`config.mk`:
```
export PLATFORM = sky130hd
export DESIGN_NAME = gpio_bus_initiator
export DESIGN_NICKNAME = d
export VERILOG_FILES = /design/src/rtl/gpio_bus_initiator.sv
export SDC_FILE = /design/constraint.sdc
export NUM_CORES = 1
export LEC_CHECK = 0
export CELL_PAD_IN_SITES_DETAIL_PLACEMENT = 0
export CELL_PAD_IN_SITES_GLOBAL_PLACEMENT = 2
export CORE_UTILIZATION = 44
export CTS_CLUSTER_DIAMETER = 120
export DETAILED_ROUTE_END_ITERATION = 8
export GPL_ROUTABILITY_DRIVEN = 0
export PLACE_DENSITY_LB_ADDON = 0.1
export SLEW_MARGIN = 20
export SYNTH_ARGS = -nofsm -noshare
export SYNTH_HDL_FRONTEND = slang
export SYNTH_SLANG_ARGS = --single-unit
```
`constraint.sdc`:
```
create_clock -name reg_clk -period 4.05 [get_ports reg_clk]
set_clock_uncertainty 0.15 [all_clocks]
set_input_delay 0.81 -clock reg_clk [delete_from_list [all_inputs] [get_ports reg_clk]]
set_output_delay 0.81 -clock reg_clk [all_outputs]
set_load 0.05 [all_outputs]
```
`src/rtl/gpio_bus_initiator.sv`:
```
// gpio_bus_initiator
//   Turns a queued stream of host register commands into single-cycle
//   strobes on the GPIO register bus, and returns read data over a
//   response port.
//
//   Commands are buffered in a small FIFO. One access is on the bus at a
//   time, so responses come back in the same order as the commands.
//
// Ports
//   reg_clk, reset_reg_N      clock and asynchronous active-low reset
//   cmd_valid/cmd_ready       command handshake
//   cmd_write/addr/data       command payload (1 = write, 0 = read)
//   rsp_valid/rsp_ready       read response handshake
//   rsp_data                  captured read data
//   busaddress, busdata_out   register bus address / write data (held)
//   write_reg, read_reg       single-cycle bus strobes
//   busdata_in                read data returned by the slaves
//   busy                      FIFO non-empty or access in progress
//   dbg_state_o               current FSM state
//
// Handshake: a transfer happens on a rising edge where valid and ready
// are both high. A producer holds valid and its payload stable until that
// edge. On the command port, cmd_ready depends only on FIFO occupancy and
// never on cmd_valid. On the response port, rsp_valid and rsp_data stay
// stable until rsp_ready is seen.
module gpio_bus_initiator #(
  parameter int AddrWidth   = 16,
  parameter int BusWidth    = 32,
  parameter int FifoDepth   = 4,
  parameter int ReadLatency = 3
) (
  input  logic                 reg_clk,
  input  logic                 reset_reg_N,
  input  logic                 cmd_valid,
  output logic                 cmd_ready,
  input  logic                 cmd_write,
  input  logic [AddrWidth-1:0] cmd_addr,
  input  logic [BusWidth-1:0]  cmd_data,
  output logic                 rsp_valid,
  input  logic                 rsp_ready,
  output logic [BusWidth-1:0]  rsp_data,
  output logic [AddrWidth-1:0] busaddress,
  output logic [BusWidth-1:0]  busdata_out,
  output logic                 write_reg,
  output logic                 read_reg,
  input  logic [BusWidth-1:0]  busdata_in,
  output logic                 busy,
  output logic [2:0]           dbg_state_o
);

  typedef enum logic [2:0] {
    ST_IDLE    = 3'd0,
    ST_WSTROBE = 3'd1,
    ST_GAP     = 3'd2,
    ST_RSTROBE = 3'd3,
    ST_RWAIT   = 3'd4,
    ST_RESP    = 3'd5
  } state_e;

  localparam int PtrW   = (FifoDepth > 1) ? $clog2(FifoDepth) : 1;
  localparam int CntW   = PtrW + 1;
  localparam int EntryW = 1 + AddrWidth + BusWidth;
  localparam logic [3:0] LatLoad = 4'(ReadLatency - 1);

  // ---------------------------------------------------------------------
  // Command FIFO
  // ---------------------------------------------------------------------
  logic [EntryW-1:0]    mem_q [FifoDepth];
  logic [PtrW-1:0]      wr_ptr_q, rd_ptr_q;
  logic [CntW-1:0]      count_q, count_d;
  logic                 fifo_empty, fifo_full;
  logic                 push, pop;
  logic [EntryW-1:0]    head;
  logic                 head_write;
  logic [AddrWidth-1:0] head_addr;
  logic [BusWidth-1:0]  head_data;

  assign fifo_empty = (count_q == '0);
  assign fifo_full  = (count_q == CntW'(FifoDepth));
  assign cmd_ready  = !fifo_full;
  assign push       = cmd_valid && cmd_ready;

  assign head       = mem_q[rd_ptr_q];
  assign head_write = head[EntryW-1];
  assign head_addr  = head[BusWidth +: AddrWidth];
  assign head_data  = head[BusWidth-1:0];

  // Storage carries no reset; occupancy is tracked by count_q alone.
  always_ff @(posedge reg_clk) begin
    if (push) begin
      mem_q[wr_ptr_q] <= {cmd_write, cmd_addr, cmd_data};
    end
  end

  always_comb begin
    count_d = count_q;
    case ({push, pop})
      2'b10:   count_d = count_q + CntW'(1);
      2'b01:   count_d = count_q - CntW'(1);
      default: count_d = count_q;
    endcase
  end

  // Depth is a power of two, so the pointers wrap naturally.
  always_ff @(posedge reg_clk or negedge reset_reg_N) begin
    if (!reset_reg_N) begin
      wr_ptr_q <= '0;
      rd_ptr_q <= '0;
      count_q  <= '0;
    end else begin
      if (push) wr_ptr_q <= wr_ptr_q + PtrW'(1);
      if (pop)  rd_ptr_q <= rd_ptr_q + PtrW'(1);
      count_q <= count_d;
    end
  end

  // ---------------------------------------------------------------------
  // Bus FSM
  // ---------------------------------------------------------------------
  state_e               state_q;
  logic [3:0]           lat_q;
  logic                 gap_after_rd_q;
  logic [AddrWidth-1:0] busaddress_q;
  logic [BusWidth-1:0]  busdata_out_q;
  logic [BusWidth-1:0]  rsp_data_q;
  logic                 write_reg_q, read_reg_q, rsp_valid_q, busy_q;
  logic                 can_issue, fsm_idle_next, busy_d;

  // The low cycle in GAP is also the issue point for the next command,
  // so back-to-back writes strobe every second cycle. After a read
  // response, GAP returns to IDLE first, which gives one extra idle cycle
  // before the next strobe.
  assign can_issue     = (state_q == ST_IDLE) ||
                         ((state_q == ST_GAP) && !gap_after_rd_q);
  assign pop           = can_issue && !fifo_empty;
  assign fsm_idle_next = ((state_q == ST_IDLE) || (state_q == ST_GAP)) && !pop;
  assign busy_d        = (count_d != '0) || !fsm_idle_next;

  always_ff @(posedge reg_clk or negedge reset_reg_N) begin
    if (!reset_reg_N) begin
      state_q        <= ST_IDLE;
      lat_q          <= '0;
      gap_after_rd_q <= 1'b0;
      busaddress_q   <= '0;
      busdata_out_q  <= '0;
      rsp_data_q     <= '0;
      write_reg_q    <= 1'b0;
      read_reg_q     <= 1'b0;
      rsp_valid_q    <= 1'b0;
      busy_q         <= 1'b0;
    end else begin
      busy_q <= busy_d;
      case (state_q)
        ST_IDLE, ST_GAP: begin
          gap_after_rd_q <= 1'b0;
          if (pop) begin
            busaddress_q <= head_addr;
            if (head_write) begin
              busdata_out_q <= head_data;
              write_reg_q   <= 1'b1;
              state_q       <= ST_WSTROBE;
            end else begin
              read_reg_q <= 1'b1;
              lat_q      <= LatLoad;
              state_q    <= ST_RSTROBE;
            end
          end else begin
            state_q <= ST_IDLE;
          end
        end
        ST_WSTROBE: begin
          write_reg_q <= 1'b0;
          state_q     <= ST_GAP;
        end
        // The counter also counts down here, so data is sampled exactly
        // ReadLatency edges after the strobe rose.
        ST_RSTROBE: begin
          read_reg_q <= 1'b0;
          if (lat_q == 4'd0) begin
            rsp_data_q  <= busdata_in;
            rsp_valid_q <= 1'b1;
            state_q     <= ST_RESP;
          end else begin
            lat_q   <= lat_q - 4'd1;
            state_q <= ST_RWAIT;
          end
        end
        ST_RWAIT: begin
          if (lat_q == 4'd0) begin
            rsp_data_q  <= busdata_in;
            rsp_valid_q <= 1'b1;
            state_q     <= ST_RESP;
          end else begin
            lat_q <= lat_q - 4'd1;
          end
        end
        ST_RESP: begin
          if (rsp_ready) begin
            rsp_valid_q    <= 1'b0;
            gap_after_rd_q <= 1'b1;
            state_q        <= ST_GAP;
          end
        end
        default: state_q <= ST_IDLE;
      endcase
    end
  end

  assign busaddress  = busaddress_q;
  assign busdata_out = busdata_out_q;
  assign write_reg   = write_reg_q;
  assign read_reg    = read_reg_q;
  assign rsp_valid   = rsp_valid_q;
  assign rsp_data    = rsp_data_q;
  assign busy        = busy_q;
  assign dbg_state_o = state_q;

endmodule
```
; After elaboration in Yosys (flattened, before gate mapping)
; Memories as Yosys holds them, arrays and structs flattened.
; Cells that the tools add are included.
; Widths: inputs -> output; s select.
[op_classes]
add_sub_neg = 5
eq_ne = 15
mux = 24
reduce_logical = 32
[op_table]
columns = op, count
row1 = $pmux 3 s5, 1
row2 = $mux 4, 3
row3 = $ne 2x2->1 const B, 6
row4 = $reduce_and 3->1, 4
row5 = $mux 1, 10
row6 = $reduce_bool 2->1, 5
row7 = $eq 3x3->1 const B, 3
row8 = $mux 3, 3
row9 = $pmux 1 s2, 4
row10 = $pmux 4 s2, 1
row11 = $reduce_and 2->1, 4
row12 = $eq 3x2->1 const B, 2
row13 = $logic_not 3->1, 2
row14 = $pmux 3 s2, 1
row15 = $logic_not 1->1, 5
row16 = $add 2x1->2 const B, 2
row17 = $logic_and 1x1->1, 4
row18 = $logic_not 4->1, 1
row19 = $reduce_and 4->1, 1
row20 = $reduce_or 2->1, 2
row21 = $sub 4x1->4 const B, 1
row22 = $add 3x1->3 const B, 1
row23 = $eq 3x1->1 const B, 1
row24 = $logic_or 1x1->1, 3
row25 = other kinds (6), 6
[word_totals]
reg_bits = 99
mem_bits_rw = 196
out_inout_bits = 88
memories = 1
[mem_list]
columns = name, depth, word_bits, read_ports, rd_ports_with_merged_regs, write_ports, line
row1 = mem_q, 4, 49, 1, 0, 1, 68  ; logic [EntryW-1:0] mem_q [FifoDepth];

; Depth between registers and ports, before layout
; Gate-level depths: netlist (run 1).
[depth]
ltp_word = 8
depth_mapped = 12

; Worst setup path after synthesis (run 1)
; Ideal clock, no wire load.
[synth_timing]
kind = reg-to-reg
from = register count_q[0]
to = memory mem_q[0][0] (netlist name) (enable)
setup_time_ps = 412
t_arrival_ps = 2215
slack_ps = 1273
path_stages_with_launch = 4
synth_period_minus_slack_ps = 2777
path_cell_list = dfrtp_1 -> inv_1 -> nand3_1 -> and3_1
[synth_via]
elab_chain_len = 5
[synth_lines]
columns = element, line
row1 = "start, declared", 70  ; logic [CntW-1:0] count_q, count_d;
row2 = "start signal, assigned", 113  ; count_q <= count_d;
row3 = $eq 3x3->1, 79  ; assign fifo_full = (count_q == CntW'(FifoDepth));
row4 = $logic_not 1->1, 80  ; assign cmd_ready = !fifo_full;
row5 = named net cmd_ready, 35  ; output logic cmd_ready,
row6 = $logic_and 1x1->1, 81  ; assign push = cmd_valid && cmd_ready;
row7 = $mux 1, 90  ; if (push) begin
row8 = $mux 1 (not written as such), 91  ; mem_q[wr_ptr_q] <= {cmd_write, cmd_addr, cmd_data};
row9 = "end, declared", 68
; The timed path passes the listed nets, and every way through them passes these cells.

; Worst setup path in the final report (run 1)
[layout_timing]
from = register state_q[0], in the netlist dbg_state_o[0]
to = output dbg_state_o[0]
[layout_rtl]
columns = element, line
row1 = "start, declared", 120  ; state_e state_q;
row2 = "start signal, assigned", 141  ; state_q <= ST_IDLE;
row3 = "start signal, assigned", 161  ; state_q <= ST_WSTROBE;
row4 = "start signal, assigned", 165  ; state_q <= ST_RSTROBE;
row5 = "end, declared", 48  ; output logic [2:0] dbg_state_o
; No word-level cell between the ends.

==> key figures, run 1 <==
Synthesis
  • Post-synthesis cell area: 0.01127 sq mm
  • Synthesized area per cell: 20.87 sq um
  • Distinct cell type count of the synthesized netlist: 42
  • Warnings from Yosys: 0
  • Post-synth EDFFs: 196
  • Mapped Nets: 632
  • Sequential share of the synthesized area: 0.7422
  • Primary FF master, synth: edfxtp_1
  • Yosys reg bits: 295
  • Syn Inst Count: 540
  • Asr flop ratio synth: 0.3356

Pwr
  • Logic pwr share: 0.406
  • Pwr dens: 885.6 mW/mm^2
  • Switch share: 0.3592
  • Leakage power: 5.315 nW
  • Reg power frac: 0.370
  • Clock power share: 0.224
  • Worst VDD drop: 625.5 uV
  • Net Sw Power: 4.576 mW
  • Int Power: 8.164 mW

Timing
  • Final Slew Violations: 0
  • Final critical-path setup slack: 1.017 ns
  • Sum Neg Setup Slack: 0 ns
  • Fin crit share: 0.7490
  • Fmax achieved: 329.7 MHz
  • Setup-failing EPs final: 0
  • Count of final hold-check violations: 0
  • Relative slew slack: 0.4683
  • RSZ-0062 raised after global routing: false
  • Least-Margin Pin Slew: 0.7975 ns
  • Post-layout min period: 3.033 ns

Placement
  • Number of buffers added on ports: 172
  • Hpwl dp: 13,530 microns
  • DP Cell Count: 1,032
  • Placement Setup Slack: 0.9906 ns

Cells and area
  • Reg with most FFs: mem_q
  • Area occupied by multi-input gates: 0.002686 sq mm
  • Layout Nets: 827
  • Antenna diodes: 0
  • Most frequent cells in the layout: edfxtp_1 (196), clkdlybuf4s50_1 (171), dfrtp_1 (97)
  • Fillcell total: 1,946
  • Most common cell after layout, fill and taps aside: edfxtp_1
  • Reg area: 0.008368 sq mm
  • Area added between synthesis and finish: 27.67%
  • Fraction of layout cells with a size suffix above 1: 0.2671
  • Non-Filler Instances: 1,090
  • Max reg flops: 196

Setup path
  • CP endpoint kind: output port
  • CP required: 3.09 ns
  • Critical path arrival: 2.07 ns
  • Delay-heaviest family, CP: buffers and inverters
  • Startpoint class of the critical path: flip-flop
  • CP max-delay cell: clkdlybuf4s50_1
  • CP Max Fanout: 13
  • Crit path buffers/inverters: 1
  • CP max stage delay: 0.90 ns
  • Crit path kind: reg -> out
  • Critical path cell sequence: clkdlybuf4s50_1

Routing
  • Antenna Violating Nets Remaining: 0
  • Routed WL: 21,470 microns
  • Vias per inst: 5.065
  • DR iter-0 viols: 227
  • Number of iterations in the first detailed-routing pass: 4
  • DRC Markers: 0
  • Via count: 5,521
  • WL/cell: 19.70 microns

Global routing
  • Global route hottest layer: met2
  • Gr ovfl total: 0
  • Largest net degree at the start of global routing: 52
  • GR Util met3: 0.03294
  • GR Util met2: 0.2833
  • First-pass GRT wire length: 33,790 microns
  • Number of global-route vias before repair: 6,032
  • All-layer global routing usage: 0.1690
  • Initial antenna violation count: 0
  • Grt met1 use: 0.2287

CTS
  • CTS H-Tree Depth: 1
  • Clk_lat worst skew: 0.55 ns
  • CTS Hold Buffers Added: 0
  • TritonCTS clock tree: built
  • CTS Buffer Depth: 3
  • Root buf cell: clkbuf_16
  • Postcts setup bufs: 0
  • Post-CTS Resized: 0
  • CTS buffer count: 31
  • Worst-path clk slew: 0.06 ns
  • # clock sinks: 295

Floorplan
  • Die Ht: 162.0 microns
  • Chip width: 162.0 microns
  • Row Count: 58
  • Starting density of the core: 0.4475
  • Core footprint: 0.02518 sq mm
  • Ports: 173
  • Die ar.: 0.02625 sq mm

Min path
  • Min-delay worst type: in -> async

Flow run
  • Max Cap Violations: 0

Status
  • Status: complete, no violations
final timing paths:
| check | start | to | slack, ns | depth (start not counted) |
|---|---|---|---|---|
| max in group asynchronous | reset_reg_N | rsp_data[31] | 2.75 | 2 |
| worst min-delay path | reset_reg_N | rsp_data[10] | 0.17 | 1 |
| worst max-delay path | dbg_state_o[0] | dbg_state_o[0] | 1.02 | 1 |
| min in group reg_clk | read_reg | read_reg | 0.33 | 1 |
| worst min register to register | read_reg | read_reg | 0.33 | 1 |
| worst max register to register | dbg_state_o[0] | busdata_out[11] | 1.41 | 5 |
power by group through the flow:
stage,Sequential (mW),Combinational [mW],Clock [mW]
2_1_floorplan,6.08,2.39,0
3_3_place_gp,4.75,5.20,0
3_5_place_dp,4.79,5.26,0
4_1_cts,4.74,5.27,2.92
5_1_grt,4.84,5.49,3.05
6_report,4.72,5.18,2.85
layer usage:
metal	up-vias	routed length, microns
met1	2839	9587
met4	0	336
met2	151	10430
li1	2504	-
met5	-	0
met3	27	1114
cell type report:
| type | instances | area share |
|---|---|---|
| clock buffers | 42 | 0.05958 |
| clock inverters | 16 | 0.01305 |
| inverters | 12 | 0.003131 |
| multi-input cells | 210 | 0.1867 |
| flip-flops and latches | 295 | 0.5817 |
| well taps | 330 | 0.02870 |
| repair buffers | 185 | 0.1272 |
per-stage QoR:
stage	util	instance area [sq um]	total power [mW]	hold WS (ns)
floorplan	-	11270	8.460	0.3212
global route	0.5713	14390	13.37	0.2105
global placement	0.5298	13340	9.947	0.3229
finish	0.5713	14390	12.74	0.1724
detailed placement	0.5298	13340	10.05	0.3205
CTS	0.5713	14390	12.93	0.1839
logic make-up after synthesis:
group / Yosys count / share of synthesized area
compound gates: 23 / 0.01421
simple gates: 42 / 0.02143
buf+inv: 35 / 0.01988
xor+xnor: 6 / 0.004664
fa+ha+maj: 7 / 0.008439
mux: 132 / 0.1892
flops: 295 / 0.7422
cells in the mapped netlist, types with 2 or more instances:
cell type	number	area share
mux4_2	48	0.096
nor3_1	2	0.00089
inv_1	12	0.0040
or3_1	2	0.0011
edfxtp_1	196	0.52
ha_1	6	0.0067
nand2_1	11	0.0037
buf_2	8	0.0036
and3_1	5	0.0028
mux2_4	29	0.039
a21o_1	2	0.0013
or2_1	2	0.0011
nor2_1	7	0.0023
mux2_2	52	0.052
o22ai_1	2	0.0011
a31o_1	2	0.0016
clkbuf_1	4	0.0013
mux2i_1	3	0.0027
nor2b_1	2	0.0011
dfrtp_1	99	0.22
a31oi_1	2	0.0011
xor2_1	3	0.0023
a211oi_1	2	0.0013
o21ai_0	5	0.0022
xnor2_1	3	0.0023
nand3_1	2	0.00089
buf_6	11	0.011
nand2_4	2	0.0020
a21oi_1	3	0.0013
No activity file was read; power rests on OpenSTA's default activity.
==> run 2, diff against run 1 <==
Settings changed: CORE_UTILIZATION 44 to 37.
Clock period 4.05 ns to 2.65 ns, I/O delays scaled along.
==> key figures, run 2 (synthesized netlist as in run 1, its figures left out) <==
Status
  • Status: complete, no violations

CTS
  • Postcts setup bufs: 0 (unchanged)
  • Worst-path clk slew: 0.06 ns (about the same)
  • Root buf cell: clkbuf_16
  • CTS Buffer Depth: 3 (unchanged)
  • # clock sinks: 295 (unchanged)
  • TritonCTS clock tree: built
  • Clk_lat worst skew: 0.51 ns (-0.04 ns)
  • CTS buffer count: 34 (+9.7%)
  • CTS H-Tree Depth: 2 (+1)

Timing
  • Setup-failing EPs final: 0 (unchanged)
  • Relative slew slack: 0.5730 (+0.1046)
  • Least-Margin Pin Slew: 0.6405 ns (-0.1569 ns)
  • Fin crit share: 0.9704
  • Final Slew Violations: 0 (unchanged)
  • Fmax achieved: 388.9 MHz
  • RSZ-0062 raised after global routing: false
  • Sum Neg Setup Slack: 0 ns (unchanged)
  • Count of final hold-check violations: 0 (unchanged)
  • Post-layout min period: 2.571 ns

Floorplan
  • Ports: 173 (unchanged)
  • Die ar.: 0.03116 sq mm (+19%)
  • Core footprint: 0.02980 sq mm (+18%)
  • Die Ht: 176.5 microns (+8.9%)
  • Row Count: 63 (+8.6%)
  • Chip width: 176.5 microns (+8.9%)
  • Starting density of the core: 0.3782 (-0.06930)

Global routing
  • Gr ovfl total: 0 (unchanged)
  • All-layer global routing usage: 0.1536 (-0.01537)
  • Initial antenna violation count: 0 (unchanged)
  • Number of global-route vias before repair: 6,300 (+4.4%)
  • Largest net degree at the start of global routing: 45 (-13%)
  • First-pass GRT wire length: 36,210 microns (+7.2%)

Routing
  • Number of iterations in the first detailed-routing pass: 4 (unchanged)
  • Routed WL: 23,200 microns (+8.0%)
  • WL/cell: 19.88 microns (+0.91%)
  • DR iter-0 viols: 281 (+24%)
  • Via count: 5,676 (+2.8%)
  • DRC Markers: 0 (unchanged)
  • Antenna Violating Nets Remaining: 0 (unchanged)
  • Vias per inst: 4.864 (-4.0%)

Setup path
  • Crit path kind: reg -> out
  • Worst R2R Start: dbg_state_o[2]
  • CP required: 1.97 ns (-1.12 ns)
  • Startpoint class of the critical path: flip-flop
  • RR Endpoint: busy
  • Delay-heaviest family, CP: buffers and inverters
  • CP Max Fanout: 12 (-1)
  • R2R setup slack: 0.21 ns (-1.20 ns)
  • CP max stage delay: 0.83 ns (-0.07 ns)
  • Reg2reg path depth: 10 (+5)
  • CP endpoint kind: output port
  • CP max-delay cell: clkdlybuf4s50_1
  • Crit path buffers/inverters: 2 (+1)
  • Critical path cell sequence: buf_4 -> clkdlybuf4s50_1
  • Critical path arrival: 1.89 ns (-0.18 ns)

Pwr
  • Pwr dens: 1354 mW/mm^2 (+53%)
  • Worst VDD drop: 625.2 uV (about the same)
  • Leakage power: 5.440 nW (+2.4%)
  • Power Total: 20.00 mW (+57%)

Min path
  • Min-delay worst type: reg -> reg
  • Worst Hold Path EP: read_reg
  • Hold Crit Start: read_reg
  • Hold depth: 1

Cells and area
  • Max reg flops: 196 (unchanged)
  • Layout Nets: 843 (+1.9%)
  • Core Util, Final: 0.4959 (-0.07542)
  • Reg with most FFs: mem_q
  • Most common cell after layout, fill and taps aside: edfxtp_1
  • Antenna diodes: 0 (unchanged)
  • Most frequent cells in the layout: edfxtp_1 (196), clkdlybuf4s50_1 (170), dfrtp_1 (95)
  • Fillcell total: 2,452 (+26%)
  • Area added between synthesis and finish: 31.12%
  • Fraction of layout cells with a size suffix above 1: 0.2844 (+0.01732)
  • Final instance area: 0.01478 sq mm (+2.7%)

Placement
  • Dpl cell area: 0.01368 sq mm (+2.5%)
  • Hpwl dp: 14,590 microns (+7.9%)
  • Number of buffers added on ports: 172 (unchanged)

Flow run
  • Max Cap Violations: 0 (unchanged)
## run 2: cell count changes in the layout (fill, tap and decap cells not counted), sizes merged
cell,change
buf,+12
clkbuf,+2
bufinv,-1
clkdlybuf4s50,-1
clkinv,+1
clkinvlp,+1
dlygate4sd3,+1
dlymetal6s2s,+1
inv,+1
## run 2: layer usage
metal | global-route usage | wire length [microns]
met1 | 0.1937 | 9855
met2 | 0.2587 | 11320
met3 | 0.03919 | 1484
met4 | 0.04849 | 537
met5 | 0 | 0
## run 2: how the worst max path moves through the flow
stage,start,end,slack (ns),depth (start not counted)
detailed placement,cmd_valid,busy,-0.05,11
finish,dbg_state_o[0],dbg_state_o[0],0.08,2
global route,dbg_state_o[2],busy,0.003,10
CTS,count_q[0],cmd_ready,0.01,3
global placement,cmd_valid,busy,0.04,11
floorplan,dbg_state_o[0],busy,0.009,12
## run 2: cell type report
cell class                      instances  area [sq um]  area share
Clock inverter                         18         180.2     0.01219
Clock buffer                           44         898.4     0.06080
Timing Repair Buffer                  198          2095      0.1418
Inverter                               12         45.04    0.003049
Multi-Input combinational cell        210          2699      0.1827
Tap cell                              390         488.0     0.03303
Sequential cell                       295          8371      0.5665
## run 2: worst reg2reg max path, cell delays in order (launching register included)
cell and delay (ns):
dfrtp_2 0.39, or2_1 0.27, and3b_1 0.27, ha_1 0.19
inv_1 0.07, fa_1 0.38, xor2_1 0.15, nor2_1 0.13
xor2_1 0.10, nor3_1 0.15, nand2_1 0.07
## run 2: through the flow
stage               cells  worst slack (ns)  hold WS [ns]
floorplan             540          0.008813       0.08441
detailed placement   1104          -0.05368        0.3243
finish               1167           0.07854        0.3308
global route         1167          0.002568        0.3376
global placement     1104           0.03504        0.3312
CTS                  1167           0.01062        0.3337
## run 2: where the power goes
part           total [mW]  switching [mW]  internal (mW)
combinational        8.51            4.81           3.70
clock                4.51            1.81           2.70
sequential           6.99           0.605           6.38
## run 2: what timing repair did
action | in CTS | in global routing
hold buffers | 1 | 0
hold endpoints to repair | 38 | 0
resized for setup | 0 | 2
endpoints found under the setup margin | 0 | 2
